$ cat config.mk
export PLATFORM = sky130hd
export DESIGN_NAME = midi_tx
export DESIGN_NICKNAME = d
export VERILOG_FILES = /design/src/rtl/midi_tx.sv
export SDC_FILE = /design/constraint.sdc
export NUM_CORES = 1
export LEC_CHECK = 0
export CAP_MARGIN = 15
export CELL_PAD_IN_SITES_DETAIL_PLACEMENT = 2
export CELL_PAD_IN_SITES_GLOBAL_PLACEMENT = 2
export CORE_MARGIN = 4
export CORE_UTILIZATION = 34
export DETAILED_ROUTE_END_ITERATION = 12
export PLACE_DENSITY_LB_ADDON = 0.1
export SLEW_MARGIN = 20
export SYNTH_ARGS = -nofsm -noshare
export SYNTH_HDL_FRONTEND = slang
export SYNTH_SLANG_ARGS = --single-unit
$ cat constraint.sdc
create_clock -name clk -period 3 [get_ports clk]
set_clock_uncertainty 0.2 [all_clocks]
set_input_delay 0.9 -clock clk [delete_from_list [all_inputs] [get_ports clk]]
set_output_delay 0.9 -clock clk [all_outputs]
set_load 0.1 [all_outputs]
$ cat src/rtl/midi_tx.sv
// midi_tx: MIDI OUT serializer. Takes one 1-3 byte MIDI message per
// valid/ready handshake and sends it as back-to-back 8N1 frames, LSB first,
// at CLK_HZ/BAUD clocks per bit. The line idles high.
//
// Optional feature: define MIDI_RUNNING_STATUS_EN to drop a channel status
// byte that repeats the last one sent (MIDI running status).
//
// Timing:
// - midi_out is registered one cycle behind the FSM state. The start bit
//   therefore appears on the first edge after the accepting edge.
// - byte_done marks the final clock of each stop bit.
// - CLK_HZ/BAUD must be at least 4.
module midi_tx #(
    parameter int CLK_HZ = 48_000_000,
    parameter int BAUD   = 31250
) (
    input  logic       clk,
    input  logic       reset,
    input  logic       msg_valid,
    output logic       msg_ready,
    input  logic [7:0] msg_status,
    input  logic [7:0] msg_data1,
    input  logic [7:0] msg_data2,
    input  logic [1:0] msg_len,
    output logic       midi_out,
    output logic       busy,
    output logic       byte_done
);

    localparam int CLKS_PER_BIT = CLK_HZ / BAUD;
    localparam int CNT_W        = $clog2(CLKS_PER_BIT);
    localparam logic [CNT_W-1:0] CNT_LAST = CNT_W'(CLKS_PER_BIT - 1);

    typedef enum logic [1:0] {
        S_IDLE  = 2'd0,
        S_START = 2'd1,
        S_DATA  = 2'd2,
        S_STOP  = 2'd3
    } state_t;

    state_t           r_state;
    logic [CNT_W-1:0] r_baud_cnt;
    logic [2:0]       r_bit_idx;
    logic [1:0]       r_bytes_left;
    logic             r_out;
    logic             r_byte_done;

    // Byte currently on the wire, plus the (up to) two bytes still queued.
    logic [7:0]       r_shift;
    logic [7:0]       r_q0;
    logic [7:0]       r_q1;

    logic             w_idle;
    logic             w_accept;
    logic             w_baud_last;
    logic             w_load_next;
    logic             w_shift_bit;
    logic [1:0]       w_len_eff;
    logic             w_skip;
    logic [7:0]       w_first;
    logic [7:0]       w_second;
    logic [7:0]       w_third;
    logic [1:0]       w_left;

    assign w_idle      = (r_state == S_IDLE);
    assign w_accept    = msg_valid && w_idle;
    assign w_baud_last = (r_baud_cnt == CNT_LAST);
    assign w_load_next = (r_state == S_STOP) && w_baud_last && (r_bytes_left != 2'd0);
    assign w_shift_bit = (r_state == S_DATA) && w_baud_last;

    // A length of 0 is sent as a single status byte.
    assign w_len_eff = (msg_len == 2'd0) ? 2'd1 : msg_len;

`ifdef MIDI_RUNNING_STATUS_EN
    logic       r_rs_valid;
    logic [7:0] r_rs_status;
    logic       w_is_chan;
    logic       w_is_common;

    assign w_is_chan   = (msg_status >= 8'h80) && (msg_status <= 8'hEF);
    assign w_is_common = (msg_status >= 8'hF0) && (msg_status <= 8'hF7);

    // A lone status byte is never suppressed; only status+data messages can ride running status.
    assign w_skip = r_rs_valid && w_is_chan && (msg_status == r_rs_status) && (w_len_eff != 2'd1);

    // Track the last channel status sent; system common cancels it, real-time leaves it alone.
    always_ff @(posedge clk or negedge reset) begin
        if (!reset) begin
            r_rs_valid  <= 1'b0;
            r_rs_status <= 8'h00;
        end else if (w_accept) begin
            if (w_is_chan) begin
                r_rs_valid  <= 1'b1;
                r_rs_status <= msg_status;
            end else if (w_is_common) begin
                r_rs_valid  <= 1'b0;
            end
        end
    end
`else
    assign w_skip = 1'b0;
`endif

    // When the status byte is suppressed the data bytes move up one slot.
    assign w_first  = w_skip ? msg_data1 : msg_status;
    assign w_second = w_skip ? msg_data2 : msg_data1;
    assign w_third  = msg_data2;
    assign w_left   = w_len_eff - 2'd1 - {1'b0, w_skip};

    // Frame sequencer: start bit, eight data bits, stop bit, then the next queued byte or idle.
    always_ff @(posedge clk or negedge reset) begin
        if (!reset) begin
            r_state      <= S_IDLE;
            r_baud_cnt   <= '0;
            r_bit_idx    <= 3'd0;
            r_bytes_left <= 2'd0;
            r_out        <= 1'b1;
            r_byte_done  <= 1'b0;
        end else begin
            r_byte_done <= 1'b0;
            case (r_state)
                S_IDLE: begin
                    r_out      <= 1'b1;
                    r_baud_cnt <= '0;
                    r_bit_idx  <= 3'd0;
                    if (w_accept) begin
                        r_bytes_left <= w_left;
                        r_state      <= S_START;
                    end
                end
                S_START: begin
                    r_out <= 1'b0;
                    if (w_baud_last) begin
                        r_baud_cnt <= '0;
                        r_bit_idx  <= 3'd0;
                        r_state    <= S_DATA;
                    end else begin
                        r_baud_cnt <= r_baud_cnt + 1'b1;
                    end
                end
                S_DATA: begin
                    r_out <= r_shift[0];
                    if (w_baud_last) begin
                        r_baud_cnt <= '0;
                        if (r_bit_idx == 3'd7) begin
                            r_bit_idx <= 3'd0;
                            r_state   <= S_STOP;
                        end else begin
                            r_bit_idx <= r_bit_idx + 3'd1;
                        end
                    end else begin
                        r_baud_cnt <= r_baud_cnt + 1'b1;
                    end
                end
                S_STOP: begin
                    r_out <= 1'b1;
                    if (w_baud_last) begin
                        r_baud_cnt  <= '0;
                        r_byte_done <= 1'b1;
                        if (r_bytes_left != 2'd0) begin
                            r_bytes_left <= r_bytes_left - 2'd1;
                            r_state      <= S_START;
                        end else begin
                            r_state      <= S_IDLE;
                        end
                    end else begin
                        r_baud_cnt <= r_baud_cnt + 1'b1;
                    end
                end
                default: begin
                    r_out   <= 1'b1;
                    r_state <= S_IDLE;
                end
            endcase
        end
    end

    // Byte datapath: capture the message at acceptance, shift out bits, advance the byte queue.
    always_ff @(posedge clk) begin
        if (w_accept) begin
            r_shift <= w_first;
            r_q0    <= w_second;
            r_q1    <= w_third;
        end else if (w_load_next) begin
            r_shift <= r_q0;
            r_q0    <= r_q1;
        end else if (w_shift_bit) begin
            r_shift <= {1'b0, r_shift[7:1]};
        end
    end

    // Handshake outputs are held inactive during reset; otherwise busy is simply !ready.
    assign msg_ready = reset && w_idle;
    assign busy      = reset && !w_idle;
    assign midi_out  = r_out;
    assign byte_done = r_byte_done;

endmodule

==> impl_metrics.json <==
{
  "vdd_drop_max_mv": 0.209,
  "ctsRootBufferMaster": "clkbuf_8",
  "wl_um": 5140,
  "grt_setup_unrepaired": "false",
  "synth_flop_cell": "edfxtp_1",
  "synth_top_area_cell": "edfxtp_1",
  "vias_per_cell": 5.08,
  "cts_sinks": 44,
  "ios": 33,
  "wl_per_cell_um": 16.0,
  "setup.worst_path.class": "input port to output port",
  "syn_to_final_growth_pct": 25.1,
  "ys_top_cells_by_area": "edfxtp_1 34%, dfrtp_1 22%, nand2_1 6.3%, ha_1 4.1%, nor2_1 3.3%",
  "synth-edff-count": 24,
  "post_cts_buffers": 0,
  "muxShareOfSynthArea": 0.0251,
  "ys_ff_latch": 44,
  "max_freq_ghz": 0.341,
  "cts-resized-gates": 0,
  "dieArea_um2": 7630,
  "status": "complete, no violations",
  "hold_viol_final": 0,
  "nets": 280,
  "syn_area_um2": 2140,
  "relSlewSlack": 0.536,
  "min_path_type": "flip-flop to flip-flop",
  "fillCellCount": 658,
  "synth_compound_area_frac": 0.0999,
  "postCtsHoldBufs": 0,
  "powerDensity_nw_per_um2": 395,
  "min_period_ns": 2.93,
  "cts_buffers": 5,
  "synth_cells": 206,
  "syn_nets": 242,
  "cts.path.max_buffers": 2,
  "htreeDepth": 2,
  "synth_seq_area_share": 0.571,
  "grt_max_degree": 18,
  "cts_tree": "built",
  "grt.overflow.total": 0,
  "async_flop_share": 0.455,
  "synth.most_common_cell": "nand2_1",
  "arrival_ns": 1.83,
  "slew_violations": 0,
  "cp.required_ns": 1.90,
  "synthSimpleGateAreaFrac": 0.211,
  "critPathMaxFanout": 4,
  "ant_nets": 0,
  "synthDistinctLibCells": 41,
  "via_count": 1626,
  "firstDrtPassIters": 4,
  "ys_top_cells_by_count": "36 x nand2_1, 24 x edfxtp_1, 19 x dfrtp_1, 19 x nor2_1, 13 x o21ai_0",
  "finalSetupTns_ns": 0,
  "gp_congestion": 0.776,
  "r2r-start": "r_baud_cnt[0]$_DFF_PN0_",
  "reg2reg_depth": 6,
  "clock_latency_ns": 0.29,
  "rows": 28,
  "tightest_slew_ns": 0.688,
  "drv_cap": 0,
  "drc": 0,
  "startpoint": "reset",
  "drive_gt1_frac": 0.118,
  "critPathLaunchType": "input port",
  "rr_endpoint": "r_shift[1]$_DFFE_PP_",
  "num_antenna_cells": 0,
  "coreArea_um2": 6030,
  "drtIter0Drc": 65,
  "endpoint": "busy",
  "port_buffers": 32,
  "grtUsageTotal": 0.145,
  "period_share": 0.977,
  "grt_first_pass_wirelength_um": 8700,
  "die_y_um": 87.4,
  "dp_hpwl_um": 3960,
  "p_leak_nw": 1.10,
  "cts.clk_slew.worst_paths_ns": 0.08,
  "initial_core_util": 0.355,
  "yosys.area_share.xor_xnor": 0.0245,
  "grt_antenna_before_repair": 0,
  "r2r_slack_ns": 0.69,
  "synth_warnings": 0,
  "synthAdderAreaFrac": 0.0409,
  "synth_top_family_by_area": "simple AND/OR/NAND/NOR gates",
  "syn_avg_cell_area_um2": 10.4,
  "holdWs_ns": 0.297,
  "synth_top_area_share": 0.336,
  "end_kind": "output port",
  "setup_violations": 0,
  "grt_pass1_vias": 1839,
  "die_width_um": 87.4
}
kinds of logic after synthesis:
kind of cell             after synthesis
AO/OA/AOI/OAI                         35
XOR/XNOR                               6
adder cells (fa/ha/maj)                7
buffers and inverters                 15
flip-flops                            44
multiplexers                           5
AND/OR/NAND/NOR                       94
flip-flops by register name, summed over array words and instances, names as in the netlist:
| signal | cells |
|---|---|
| r_bytes_left | 2 |
| r_q1 | 8 |
| r_shift | 8 |
| midi_out | 1 |
| r_bit_idx | 3 |
| r_state | 2 |
| r_baud_cnt | 11 |
| byte_done | 1 |
| r_q0 | 8 |
metrics by stage:
stage / cells / util / power, mW / setup slack (ns) / area (um^2)
4_1_cts: 320 / 0.445 / 1.08 / 0.0501 / 2680
6_report: 320 / 0.445 / 1.06 / 0.0678 / 2680
3_3_place_gp: 312 / 0.430 / 0.702 / 0.0861 / 2590
2_1_floorplan: 206 / - / 0.654 / 0.166 / 2140
3_5_place_dp: 312 / 0.430 / 0.704 / 0.0552 / 2590
5_1_grt: 320 / 0.445 / 1.10 / 0.00649 / 2680
layout make-up:
type	instances	area [um^2]	area share
clock inverters	3	18.8	0.00700
inverters	7	26.3	0.00980
multi-input cells	147	862	0.322
flip-flops and latches	44	1220	0.456
well taps	75	93.8	0.0350
repair buffers	39	388	0.145
clock buffers	5	68.8	0.0257
cells in the final DEF, fill, tap and decap left out, types with 4 or more instances in the layout:
cell type	instances
nand2_1	36
clkdlybuf4s50_1	28
edfxtp_1	24
nor2_1	19
dfrtp_1	19
o21ai_0	13
nand3_1	12
buf_4	9
a31oi_1	7
ha_1	7
inv_1	6
nor2b_1	5
clkbuf_8	5
nor3_1	4
report_power, final:
| group | switching, mW | internal, mW |
|---|---|---|
| registers | 0 | 0.634 |
| clock network | 0.207 | 0.162 |
| logic | 0.0183 | 0.0373 |
worst min path at each step:
stage                              end  slack (ns)               startpoint  cells past startpoint
2_1_floorplan  r_baud_cnt[0]$_DFF_PN0_        0.25  r_baud_cnt[0]$_DFF_PN0_                      1
3_3_place_gp   r_baud_cnt[0]$_DFF_PN0_        0.27  r_baud_cnt[0]$_DFF_PN0_                      1
3_5_place_dp   r_baud_cnt[0]$_DFF_PN0_        0.29  r_baud_cnt[0]$_DFF_PN0_                      1
4_1_cts        r_baud_cnt[0]$_DFF_PN0_        0.30  r_baud_cnt[0]$_DFF_PN0_                      1
5_1_grt        r_baud_cnt[0]$_DFF_PN0_        0.32  r_baud_cnt[0]$_DFF_PN0_                      1
6_report       r_baud_cnt[0]$_DFF_PN0_        0.30  r_baud_cnt[0]$_DFF_PN0_                      1
layer usage:
layer	GRT usage	routed length (um)	vias to the layer above
met5	0	0	-
met4	0.0377	49	0
met3	0.0378	182	5
met2	0.252	2520	26
met1	0.179	2380	795
li1	-	-	800
worst max-delay path, stage by stage:
cell and delay, ns:
clkdlybuf4s50_1 0.53, nor2b_2 0.21, buf_12 0.19
Power figures use the tool's default switching activity.
